<file path="src/rtl/bram_acc_engine.sv">
// Streams N packed rows out of BRAM0, accumulates each lane, and writes running or
// final lane sums to BRAM1. Define ACC_SAT_EN to make the lanes saturate instead of wrap.
module bram_acc_engine #(
   parameter int NUM_LANES     = 4,
   parameter int IN_DATA_WIDTH = 8,
   parameter int ACC_WIDTH     = 16,
   parameter int AWIDTH        = 8,
   parameter int CNT_BIT       = 31
) (
   input  logic                               clk,
   input  logic                               reset,
   input  logic                               start_run_i,
   input  logic [CNT_BIT-1:0]                 run_count_i,
   input  logic                               mode_i,
   input  logic [NUM_LANES*IN_DATA_WIDTH-1:0] q_b0_i,
   output logic [AWIDTH-1:0]                  addr_b0_o,
   output logic                               ce_b0_o,
   output logic                               we_b0_o,
   output logic [NUM_LANES*IN_DATA_WIDTH-1:0] d_b0_o,
   output logic [AWIDTH-1:0]                  addr_b1_o,
   output logic                               ce_b1_o,
   output logic                               we_b1_o,
   output logic [NUM_LANES*ACC_WIDTH-1:0]     d_b1_o,
   output logic                               idle_o,
   output logic                               read_o,
   output logic                               write_o,
   output logic                               done_o
);
   localparam int CW = AWIDTH + 1;
   localparam logic [CNT_BIT-1:0] MAX_CNT = CNT_BIT'(2 ** AWIDTH);

   typedef enum logic [1:0] {IDLE, READ, DRAIN, DONE} state_t;

   state_t                               state_q, state_d;
   logic [CW-1:0]                        cnt_q, cnt_d;
   logic [CW-1:0]                        rd_q, rd_d;
   logic                                 mode_q, mode_d;
   // stage 1: BRAM0 data valid this cycle; stage 2: matching BRAM1 write slot
   logic [2:1]                           vld_pipe_q, vld_pipe_d;
   logic [2:1]                           last_pipe_q, last_pipe_d;
   logic [AWIDTH-1:0]                    a1_q, a1_d, a2_q, a2_d;
   logic [NUM_LANES-1:0][ACC_WIDTH-1:0]  acc_q, acc_d;

   logic [CW-1:0]                        cnt_in;
   logic                                 rd_last;
   logic [ACC_WIDTH:0]                   sum;

   always_comb begin
      state_d     = state_q;
      cnt_d       = cnt_q;
      rd_d        = rd_q;
      mode_d      = mode_q;
      acc_d       = acc_q;
      sum         = '0;
      cnt_in      = (run_count_i > MAX_CNT) ? CW'(MAX_CNT) : CW'(run_count_i);
      rd_last     = (state_q == READ) && (rd_q == cnt_q - CW'(1));
      vld_pipe_d  = {vld_pipe_q[1], state_q == READ};
      last_pipe_d = {last_pipe_q[1], rd_last};
      a1_d        = rd_q[AWIDTH-1:0];
      a2_d        = a1_q;

      case (state_q)
         IDLE: if (start_run_i) begin
            cnt_d   = cnt_in;
            mode_d  = mode_i;
            rd_d    = '0;
            acc_d   = '0;
            state_d = (cnt_in == '0) ? DONE : READ;
         end
         READ: begin
            rd_d = rd_q + CW'(1);
            if (rd_last) state_d = DRAIN;
         end
         DRAIN: if (vld_pipe_q[2] && last_pipe_q[2]) state_d = DONE;
         default: state_d = IDLE;
      endcase

      if (vld_pipe_q[1]) begin
         for (int i = 0; i < NUM_LANES; i++) begin
            sum = {1'b0, acc_q[i]} + (ACC_WIDTH+1)'(q_b0_i[i*IN_DATA_WIDTH +: IN_DATA_WIDTH]);
`ifdef ACC_SAT_EN
            acc_d[i] = sum[ACC_WIDTH] ? '1 : sum[ACC_WIDTH-1:0];
`else
            acc_d[i] = sum[ACC_WIDTH-1:0];
`endif
         end
      end
   end

   always_ff @(posedge clk or posedge reset) begin
      if (reset) begin
         state_q     <= IDLE;
         cnt_q       <= '0;
         rd_q        <= '0;
         mode_q      <= 1'b0;
         vld_pipe_q  <= '0;
         last_pipe_q <= '0;
         a1_q        <= '0;
         a2_q        <= '0;
         acc_q       <= '0;
      end else begin
         state_q     <= state_d;
         cnt_q       <= cnt_d;
         rd_q        <= rd_d;
         mode_q      <= mode_d;
         vld_pipe_q  <= vld_pipe_d;
         last_pipe_q <= last_pipe_d;
         a1_q        <= a1_d;
         a2_q        <= a2_d;
         acc_q       <= acc_d;
      end
   end

   assign ce_b0_o   = (state_q == READ);
   assign addr_b0_o = ce_b0_o ? rd_q[AWIDTH-1:0] : '0;
   assign we_b0_o   = 1'b0;
   assign d_b0_o    = '0;
   // final-sum mode only writes on the slot carrying the last row
   assign ce_b1_o   = vld_pipe_q[2] && (!mode_q || last_pipe_q[2]);
   assign we_b1_o   = ce_b1_o;
   assign addr_b1_o = (ce_b1_o && !mode_q) ? a2_q : '0;
   assign d_b1_o    = ce_b1_o ? acc_q : '0;
   assign idle_o    = (state_q == IDLE);
   assign read_o    = ce_b0_o;
   assign write_o   = ce_b1_o;
   assign done_o    = (state_q == DONE);
endmodule

</file>
<file path="config.mk">
export PLATFORM = sky130hd
export DESIGN_NAME = bram_acc_engine
export DESIGN_NICKNAME = d
export VERILOG_FILES = /design/src/rtl/bram_acc_engine.sv
export SDC_FILE = /design/constraint.sdc
export NUM_CORES = 1
export LEC_CHECK = 0
export CAP_MARGIN = 20
export CORE_UTILIZATION = 30
export DETAILED_ROUTE_END_ITERATION = 8
export SYNTH_ARGS = -nofsm -noshare
export SYNTH_HDL_FRONTEND = slang
export SYNTH_SLANG_ARGS = --single-unit
</file>
<file path="constraint.sdc">
create_clock -name clk -period 5.3 [get_ports clk]
set_input_delay 0.53 -clock clk [delete_from_list [all_inputs] [get_ports clk]]
set_output_delay 0.53 -clock clk [all_outputs]
set_load 0.02 [all_outputs]
</file>
==> out/qor.txt <==
post-synthesis mux area share = 2.25%
Bufs on Longest Clock Path = 2
P&R area growth vs syn = 29.0%
violated checks = DRC
main area contributors after synthesis = dfrtp_1 39%, and2_1 7.3%, ha_1 7.0%, nand2_1 5.9%, o21ai_0 4.4%
Die W = 152 um
largest family of logic cells by synthesized area = simple AND/OR/NAND/NOR gates
Antenna Nets Post-Route = 0
Critical Path Fanout Max = 39
Synth Area in XOR/XNOR = 4.40%
flops & latches, synth = 105
setup violators final = 0
Startpoint Class = flop
kind of critical path = flop to output pin
adder-cell share of the synthesized area = 8.20%
RSZ-0062 raised after global routing = false
most common cell in the netlist = nand2_1
clk_skew = 13.4 ps
Port Buf Inserts = 153
initial antenna violation count = 0
synth unique cells = 61
GRT met1 Usage = 19.3%
Final Cycle Share = 59.1%
n_diodes = 0
row cnt = 54
Synth async-reset ratio = 100%
CTS Buf Count = 9
Post-synth top flop = dfrtp_1
Fin. Hold Viols = 0
Hold WC Path Type = flop to flop
yosys warns = 0
Starting Density = 30.8%
die area = 0.0232 sq mm
synthesized cell area = 0.00677 sq mm
Residual DRC = 10
Tot GR Track Use = 15.2%
postcts setup bufs = 0
starting DRC count in detailed routing = 253
post-DR wirelength/cell = 14.5 um
share of cells above drive strength 1 = 3.93%
Overall Power = 3.67 mW
Resize count post-CTS = 0
clk_lat worst skew = 360 ps
Max Freq = 319 MHz
WL final = 17.0 mm
total grt overflow = 0
htree depth = 3
Layout fillers = 2180
cell taking the most area after synthesis = dfrtp_1
Max Cap Violations = 0
detailed-placement wirelength estimate = 12.1 mm
Crit. End Element = output pin
Mapped Cells = 752
Worst VDD drop = 0.197 mV
busiest metal layer after global routing = met2
Post-Synth Simple-Gate Area = 22.6%
Pre-antenna DRT Iters = 7
CP arrival = 2600 ps
Clock Sinks = 105
Core Util, Final = 39.8%
final net count = 996
Core Area = 0.0220 sq mm
Slew headroom = 32.6%
P_leak = 3.76 nW
Worst Tran Pin Value = 1010 ps
first-pass GRT wire length = 28.2 mm
detailed-route via count = 5616
Final Critical Period = 3130 ps
die height = 152 um
area fraction in compound gates after synthesis = 16.9%
routing usage on met2 = 26.0%
Mean Syn Cell Area = 9.01 sq um
num ports = 187
vias in the first global route = 5478
share of the synthesized area in the top cell type = 38.8%
outcome = finished, violations left
CTS clk-pin slew, worst paths = 70 ps
sequential fraction of the synthesis area = 38.8%
clk root buf = clkbuf_16
Via density = 4.80
Post-synth EDFFs = 0
Critical Path RT = 4770 ps
CTS tree = done
WHS = 348 ps
Post-synth top cells = 106 x nand2_1, 105 x dfrtp_1, 79 x and2_1
setup TNS = 0 ps
gpl congestion = 0.817
Pins Over Slew Limit = 0
Cell Pwr Density = 419 mW/mm^2
Post-CTS Hold Buffers = 0
largest net degree at the start of global routing = 73
met3 GRT Util = 2.62%
-- critical path, stage by stage, from the launching register on --
cell and delay, ps:
dfrtp_1 420, a21boi_4 570, buf_4 440, and2_1 210, clkdlybuf4s50_1 610
-- power by group --
part	internal, mW	leakage (nW)	switching (mW)	total, mW
Combinational	0.735	2.22	1.04	1.78
Sequential	0.996	1.40	0.195	1.19
Clock	0.379	0.138	0.317	0.696
-- metrics by stage --
stage                     cell area (sq um)  setup WS, ps  std cells
final                                  8740          2170       1171
after global routing                   8740          1910       1171
after CTS                              8740          2020       1171
after detailed placement               8440          2110       1156
after global placement                 8440          2160       1156
after floorplan                        6890          2010        784
-- worst paths after layout --
kind / from / to / slack [ps] / cells past startpoint
setup / recovery: mode_q$_DFFE_PP0P_ / d_b1_o[14] / 2170 / 4
min in group asynchronous: reset / a2_q[4]$_DFF_PP0_ / 680 / 2
max in group asynchronous: reset / acc_q[15]$_DFFE_PP0P_ / 3510 / 3
hold / removal: a1_q[7]$_DFF_PP0_ / a2_q[7]$_DFF_PP0_ / 350 / 0
setup reg to reg: acc_q[48]$_DFFE_PP0P_ / acc_q[56]$_DFFE_PP0P_ / 2730 / 8
hold reg to reg: a1_q[7]$_DFF_PP0_ / a2_q[7]$_DFF_PP0_ / 350 / 0
-- final cells by class --
cell class	count	area [sq um]	area share, %
well taps	280	350	4.01
inverters	22	85.1	0.973
repair buffers	157	1560	17.9
clock buffers	11	243	2.78
flip-flops and latches	105	2630	30.1
multi-input cells	592	3820	43.7
clock inverters	4	53.8	0.616
-- logic make-up (layout without fill, tap and decap cells) --
logic type / Yosys count / count (layout)
other: 1 / 33
adders and majority gates: 42 / 42
buffers and inverters: 87 / 194
and+or+nand+nor: 298 / 298
muxes: 15 / 15
AOI/OAI and AO/OA: 170 / 170
DFF: 105 / 105
xor gates and xnor gates: 34 / 34
-- sequential cells by signal, indices dropped and copies added, names as in the netlist --
register / cells
a2_q: 8
state_q: 2
vld_pipe_q: 2
a1_q: 8
last_pipe_q: 2
acc_q: 64
rd_q: 9
cnt_q: 9
mode_q: 1
-- metal layers --
layer / wire, um / vias up / share of wire [%]
met5: 0 / - / 0
li1: - / 2850 / -
met4: 196 / 0 / 1.2
met1: 7950 / 2617 / 47
met2: 8030 / 139 / 47
met3: 781 / 10 / 4.6
-- cell usage in the layout, fill, tap and decap left out, types with 15 or more instances in the layout --
cell type / count
clkdlybuf4s50_1: 153
nor2_1: 28
xor2_1: 20
and2_1: 79
nand3_1: 16
ha_1: 38
o211ai_1: 15
nand2_1: 106
o21ai_0: 60
a21oi_1: 22
inv_1: 21
dfrtp_1: 104
conb_1: 33
Note: power is estimated with default switching activity, not from simulation.
